==> src/rtl/spi_reg_ctrl.sv <==
// spi_reg_ctrl: oversampled SPI slave that decodes 16-bit frames into register bank reads/writes
module spi_reg_ctrl #(
  parameter logic [7:0] ID_VALUE    = 8'hA5,
  parameter int         SYNC_STAGES = 2
) (
  input  logic       clk,
  input  logic       rst_n,
  input  logic       sclk,
  input  logic       cs,
  input  logic       mosi,
  output logic       miso,
  output logic       miso_oe,
  output logic [7:0] led,
  output logic       frame_done
);
  typedef enum logic [1:0] {IDLE, CMD, DATA, DONE} state_t;
  state_t                 state_q;
  logic [SYNC_STAGES-1:0] sclk_sq, cs_sq, mosi_sq;
  logic                   sclk_pq, cs_pq;
  logic [4:0]             bit_cnt_q;
  logic [6:0]             shift_q;
  logic                   wr_q;
  logic [6:0]             addr_q;
  logic [7:0]             rd_sh_q;
  logic [7:0]             led_q, scr_q, cnt_q;
  logic                   miso_q, miso_oe_q, frame_done_q;
  logic                   sclk_s, cs_s, mosi_s, sclk_rise, sclk_fall;
  logic [6:0]             cmd_addr;
  logic [7:0]             byte_in, rd_data;
  // Edge detection and read-data selection for the address being decoded
  always_comb begin
    sclk_s    = sclk_sq[SYNC_STAGES-1];
    cs_s      = cs_sq[SYNC_STAGES-1];
    mosi_s    = mosi_sq[SYNC_STAGES-1];
    sclk_rise = sclk_s & ~sclk_pq;
    sclk_fall = ~sclk_s & sclk_pq;
    byte_in   = {shift_q, mosi_s};
    cmd_addr  = byte_in[6:0];
    rd_data   = cmd_addr == 7'd0 ? led_q :
                cmd_addr == 7'd1 ? scr_q :
                cmd_addr == 7'd2 ? cnt_q :
                cmd_addr == 7'd3 ? ID_VALUE : 8'h00;
  end
  // Synchronizers, frame FSM, register bank and registered outputs; a high cs overrides any sclk edge
  always_ff @(posedge clk or negedge rst_n) begin
    if (!rst_n) begin
      sclk_sq      <= '0;
      cs_sq        <= '0;
      mosi_sq      <= '0;
      sclk_pq      <= 1'b0;
      cs_pq        <= 1'b0;
      state_q      <= IDLE;
      bit_cnt_q    <= '0;
      shift_q      <= '0;
      wr_q         <= 1'b0;
      addr_q       <= '0;
      rd_sh_q      <= '0;
      led_q        <= '0;
      scr_q        <= '0;
      cnt_q        <= '0;
      miso_q       <= 1'b0;
      miso_oe_q    <= 1'b0;
      frame_done_q <= 1'b0;
    end else begin
      sclk_sq      <= {sclk_sq[SYNC_STAGES-2:0], sclk};
      cs_sq        <= {cs_sq[SYNC_STAGES-2:0], cs};
      mosi_sq      <= {mosi_sq[SYNC_STAGES-2:0], mosi};
      sclk_pq      <= sclk_s;
      cs_pq        <= cs_s;
      miso_oe_q    <= ~cs_s;
      frame_done_q <= 1'b0;
      if (cs_s) begin
        state_q   <= IDLE;
        bit_cnt_q <= '0;
        miso_q    <= 1'b0;
      end else begin
        if (sclk_rise) bit_cnt_q <= bit_cnt_q + 5'd1;
        case (state_q)
          IDLE: if (cs_pq) state_q <= CMD;
          CMD: if (sclk_rise) begin
            shift_q <= byte_in[6:0];
            if (bit_cnt_q == 5'd7) begin
              wr_q    <= byte_in[7];
              addr_q  <= cmd_addr;
              rd_sh_q <= rd_data;
              state_q <= DATA;
            end
          end
          DATA: if (sclk_rise) begin
            shift_q <= byte_in[6:0];
            if (bit_cnt_q == 5'd15) begin
              if (wr_q && addr_q == 7'd0) led_q <= byte_in;
              if (wr_q && addr_q == 7'd1) scr_q <= byte_in;
              cnt_q        <= cnt_q + 8'd1;
              frame_done_q <= 1'b1;
              miso_q       <= 1'b0;
              state_q      <= DONE;
            end
          end else if (sclk_fall) begin
            miso_q  <= rd_sh_q[7];
            rd_sh_q <= {rd_sh_q[6:0], 1'b0};
          end
          DONE: miso_q <= 1'b0;
        endcase
      end
    end
  end
  assign miso       = miso_q;
  assign miso_oe    = miso_oe_q;
  assign led        = led_q;
  assign frame_done = frame_done_q;
endmodule

==> config.mk <==
export PLATFORM = sky130hd
export DESIGN_NAME = spi_reg_ctrl
export DESIGN_NICKNAME = d
export VERILOG_FILES = /design/src/rtl/spi_reg_ctrl.sv
export SDC_FILE = /design/constraint.sdc
export NUM_CORES = 1
export LEC_CHECK = 0
export ABC_AREA = 0
export BUFFER_PORTS_ARGS = -buffer_cell sky130_fd_sc_hd__buf_2
export CAP_MARGIN = 20
export CELL_PAD_IN_SITES_DETAIL_PLACEMENT = 0
export CELL_PAD_IN_SITES_GLOBAL_PLACEMENT = 2
export CORE_AREA = 2 2 85 87
export CTS_BUF_LIST = sky130_fd_sc_hd__clkbuf_4 sky130_fd_sc_hd__clkbuf_8 sky130_fd_sc_hd__clkbuf_16
export DETAILED_ROUTE_END_ITERATION = 6
export DIE_AREA = 0 0 87 89
export GPL_TIMING_DRIVEN = 0
export PLACE_DENSITY = 0.86
export SLEW_MARGIN = 20
export SYNTH_ARGS = -nofsm -noshare
export SYNTH_HDL_FRONTEND = slang
export SYNTH_SLANG_ARGS = --single-unit
==> constraint.sdc <==
create_clock -name clk -period 3 [get_ports clk]
set_clock_uncertainty 0.1 [all_clocks]
set_input_delay 0.3 -clock clk [delete_from_list [all_inputs] [get_ports clk]]
set_output_delay 0.3 -clock clk [all_outputs]
set_load 0.02 [all_outputs]
; Word-level counts from Yosys, hierarchy flattened
; Cells that the tools add are included.
[totals]
reg_bits = 65
output_inout_bits = 11
wordCells = 89
[op_classes]
add_sub_neg = 2
n_eq_ne = 20
mux = 27
bitwise = 5
n_reduce_logical = 18
[ops]
columns = operator, count
row1 = $mux W8, 8
row2 = $pmux W8 S2, 1
row3 = $ne A3 B3 Y1 const B, 5
row4 = $eq A7 B1 Y1 const B, 2
row5 = $eq A7 B2 Y1 const B, 2
row6 = $logic_not A7 Y1, 2
row7 = $mux W2, 6
row8 = $reduce_and A6 Y1, 2
row9 = $mux W5, 2
row10 = $reduce_and A5 Y1, 2
row11 = $add A8 B1 Y8 const B, 1
row12 = $mux W1, 8
row13 = $ne A2 B2 Y1 const B, 4
row14 = $ne A4 B4 Y1 const B, 2
row15 = $reduce_and A4 Y1, 2
row16 = $pmux W2 S3, 1
row17 = $reduce_and A3 Y1, 2
row18 = $add A5 B1 Y5 const B, 1
row19 = $eq A5 B3 Y1 const B, 1
row20 = $eq A5 B4 Y1 const B, 1
row21 = $eq A2 B2 Y1 const B, 2
row22 = $reduce_bool A2 Y1, 2
row23 = $reduce_bool A4 Y1, 1
row24 = $not A1 Y1, 3
row25 = other kinds (7), 9

; Logic depth before layout (Yosys ltp)
[depth]
depth_word = 8
depth_mapped = 7
mapped_depth_nobuf = 7

; Worst setup path after synthesis
; OpenSTA, ideal clock, no wires.
[synth_path]
kind = register to register
from = register state_q[0]
to = register rd_sh_q[5]
setup_ps = 126
arrival_time_ps = 1720
path_slack_ps = 1054
path_stages_with_launch = 8
n_path_buf = 1
period_less_slack_ps = 1946
path_cell_list = dfrtp_1 -> inv_1 -> ha_1 -> buf_2 -> nor2_1 -> a211o_1 -> or2_1 -> a221o_1
[synth_via]
elab_chain_cells = 3
elab_cells_between_ends = 9
classes_between = eq/ne: 6 / mux: 1 / reduce/logical: 2
[synth_lines]
columns = element, line
row1 = "start, declared", 17  ; state_t state_q;
row2 = "start signal, assigned", 52  ; state_q <= IDLE;
row3 = "start signal, assigned", 73  ; state_q <= IDLE;
row4 = "start signal, assigned", 79  ; IDLE: if (cs_pq) state_q <= CMD;
row5 = $eq A2 B1 Y1 or $eq A2 B2 Y1 (tied branches), 78  ; case (state_q)
row6 = $ne A2 B2 Y1 (no source line) or $reduce_bool A2 Y1 (tied branches), -
row7 = $reduce_and A6 Y1 (no source line), -
row8 = "end signal, assigned", 85  ; rd_sh_q <= rd_data;
row9 = "end signal, assigned", 101  ; rd_sh_q <= {rd_sh_q[6:0], 1'b0};
row10 = "end, declared", 24  ; logic [7:0] rd_sh_q;
; Several ways; a longest one is shown, not always the timed one.
; A chain may end at the register's enable or synchronous reset.

; Worst setup path after layout
[layout_path]
from = register bit_cnt_q[0]
to = register led_q[5], in the netlist led[5]
[layout_via]
elab_chain_cells = 2
[layout_lines]
columns = element, line
row1 = "start, declared", 20  ; logic [4:0] bit_cnt_q;
row2 = "start signal, assigned", 77  ; if (sclk_rise) bit_cnt_q <= bit_cnt_q + 5'd1;
row3 = $eq A5 B4 Y1, 91  ; if (bit_cnt_q == 5'd15) begin
row4 = $reduce_and A5 Y1 (no source line), -
row5 = "end signal, assigned", 92  ; if (wr_q && addr_q == 7'd0) led_q <= byte_in;
row6 = "end, declared", 25  ; logic [7:0] led_q, scr_q, cnt_q;
; Every way passes these cells.

==> impl_results.md <==
* Status: finished, final reports clean
* Max Cap Viol at 0
* EDFF count, synth at 0
* Layout Utilization at approximately 50%
* Seq/Total Area, Yosys at 55.2%
* DP Area at 3150 µm²
* Tightest Pin Transition at around 0.69 ns
* Top_reg_cell synth: dfrtp_1
* Power Internal at 1.52 mW
* Peak Freq at 449 MHz
* Gr usage total at 17.7%
* First-pass GRT wire length at 10,300 µm
* GRT overflow at 0
* CTS tree: yes
* Die Wd at 87 µm
* Layout area overhead at 14.9%
* DRC Markers at 0
* Routed vias at around 2,000
* Pleak at around 1.6 nW
* Flop2flop setup slack at slightly below 0.8 ns
* Hold_sp: sclk_sq[0]
* First-iteration detailed-routing DRC count at 82
* Setup violations, final at 0
* Port bufs at 15
* Peak VDD IR at 0.400 mV
* Comb pwr share at 23.2%
* Tcrit/Tclk final at between 70% and 80%
* Multi-input logic area at approximately 1200 µm²
* Max Fanout on Critical Path at 9
* Worst Path Required at about 3.1 ns
* Synth area leader: dfrtp_1
* Sw Ratio at 31.9%
* I/O pins at 16
* Setup bufs post-CTS at 0
* Vias in the first global route at 2,019
* Minimum clock period at 2.23 ns
* Min-Delay Path Class: reg -> reg
* Sequential standard cell area at 1630 µm²
* Worst Hold Depth at 0
* Avg WL per Cell at 16.2 µm
* Clock latency on the worst-skew pair at 0.34 ns
* Full die area at 7740 µm²
* CTS H-tree lvls at 3
* Crit. End Element: flop
* Detailed Routing Iterations Pass 1 at 4
* Final hold violation count at 0
* Layout cells sized above 1 at 23.1%
* Final std cell area, no fill at 3390 µm²
* Placeable Area at 6720 µm²
* Unrepaired setup endpoints after global routing: false
* Yosys warning count at 0
* Type of origin of the critical path: flop
* Initial Util at ~44%
* Total CTS buffers at 9
* DR top layer: met4
* Reg2reg end: led[5]
* Clk slew on worst S/H paths at ~0.070 ns
* CTS sink count at 65
* Reg power frac at between 40% and 50%
* Antenna violations before repair at 0
* Cts repair resizes at 0
* Syn_area_per_cell at 11.4 µm²
* Netlist Area Pre-Place at 2950 µm²
* Root Driver: clkbuf_8
* Met1 wire length at roughly 2900 µm
* Worst endpoint data arrival time at 2.35 ns
* R2R Path Start: bit_cnt_q[0]
* Via/cell ratio at between 5 and 6
* Power Total at 2.23 mW
* #FFs+latches synth at between 60 and 70
* Setup TNS at 0 ns
* Synth cell types at 43
* Slew Limit Headroom at 53.6%
* Post-DP HPWL at 4410 µm
* Largest net degree at the start of global routing at 49
* Nets@finish at 303
* Row count at 30
* Worst hold endpoint: sclk_sq[1]
* Routed met2 length at about 2900 µm
* Die Height at 89 µm
* Switch Pwr at approximately 0.71 mW
* Met3 routed WL at around 180 µm
* Cells after synthesis at 259
* Final GP Congestion at 0.804
* Ys async rst share at 100%
* Routed WL at ~6000 µm
* Top cells by area, synth: dfrtp_1, mux2_2, nand2_1
* Clk pwr share at 32.5%
* Fill count at 607
* CTS max path bufs at 2
* Min Hold Slack at 0.253 ns
* Worst r2r path cells at 7
* Antenna Cells at 0
* Mapped Nets at ~270
* Synth top area share at 55.2%
* Crit path kind: reg -> reg
* Max-slew violations at 0
* Power per cell area at 657 nW/µm²
* Routed Antenna Nets at 0
power by group through the flow:
stage / logic [mW] / registers [mW] / clock network [mW]
floorplan: 0.385 / 0.983 / 0
global placement: 0.504 / 1.00 / 0
detailed placement: 0.512 / 1.00 / 0
CTS: 0.516 / 0.986 / 0.744
finish: 0.517 / 0.986 / 0.723
global route: 0.570 / 0.994 / 0.784
per-layer routing:
| metal | GRT usage, % | vias up |
|---|---|---|
| met5 | 0 | - |
| met4 | 6.11 | 0 |
| met3 | 4.99 | 7 |
| met2 | 27.8 | 29 |
| met1 | 23.8 | 983 |
| li1 | - | 976 |
synthesized netlist by cell type, types with 4 or more instances:
cell      instances
dfrtp_1          65
nand2_1          36
mux2_2           23
nor2_1           18
o21ai_0          11
inv_1            10
ha_1              8
nand3_1           7
xnor2_1           7
buf_2             6
a22oi_1           5
mux2i_1           5
a21oi_1           4
nand2b_1          4
nor3_1            4
o211ai_1          4
placed cells by master (no fill, tap or decap), drive strengths merged, types with 8 or more instances in the layout:
| master | count |
|---|---|
| nand3 | 9 |
| nor2 | 19 |
| mux2 | 24 |
| buf | 22 |
| clkbuf | 11 |
| dfrtp | 65 |
| ha | 8 |
| nand2 | 36 |
| o21ai | 13 |
| inv | 11 |
critical path, stage by stage (launching register included):
cell and delay, ns:
dfrtp_1 0.39, ha_1 0.19, and3_1 0.15, ha_1 0.15, nand3b_2 0.19, nor2_4 0.32, nand3_2 0.26, mux2_2 0.36
layout make-up:
cell class,count,area share [%]
Multi-Input combinational cell,176,36.8
Tap cell,80,2.95
Timing Repair Buffer,20,4.28
Inverter,10,1.11
Sequential cell,65,48.0
Buffer,8,1.11
Clock inverter,7,2.07
Clock buffer,9,3.66
registers in the layout, summed over array words and instances (netlist names):
signal	flops
cnt_q	8
led	8
rd_sh_q	8
scr_q	8
addr_q	7
shift_q	7
bit_cnt_q	5
cs_sq	2
mosi_sq	2
sclk_sq	2
state_q	2
cs_pq	1
frame_done	1
miso	1
miso_oe	1
sclk_pq	1
wr_q	1
logic make-up after synthesis:
kind of cell               synth area share (%)
AOI/OAI and AO/OA                          9.29
xor gates and xnor gates                   2.97
adders and majority gates                  3.39
buffers and inverters                      2.55
DFF                                        55.2
muxes                                      10.9
and+or+nand+nor                            15.8
metrics by stage:
stage	std cells	setup WS (ns)
6_report	375	0.775
3_5_place_dp	355	0.724
5_1_grt	375	0.589
4_1_cts	375	0.725
2_1_floorplan	259	1.05
3_3_place_gp	354	0.761
worst max path at each step:
stage / slack [ns] / from / depth (start not counted) / to
after detailed placement: 0.72 / bit_cnt_q[0] / 7 / led[4]
after CTS: 0.73 / bit_cnt_q[0] / 7 / led[5]
after floorplan: 1.05 / state_q[0] / 7 / rd_sh_q[5]
after global routing: 0.59 / bit_cnt_q[0] / 7 / led[4]
final: 0.77 / bit_cnt_q[0] / 7 / led[5]
after global placement: 0.76 / bit_cnt_q[0] / 7 / led[2]
what timing repair did:
item                                   CTS  global route
endpoints found under the hold margin   20             0
setup endpoints to repair                0             0
hold buffers                             4             0
(Power assumes the default switching activity.)
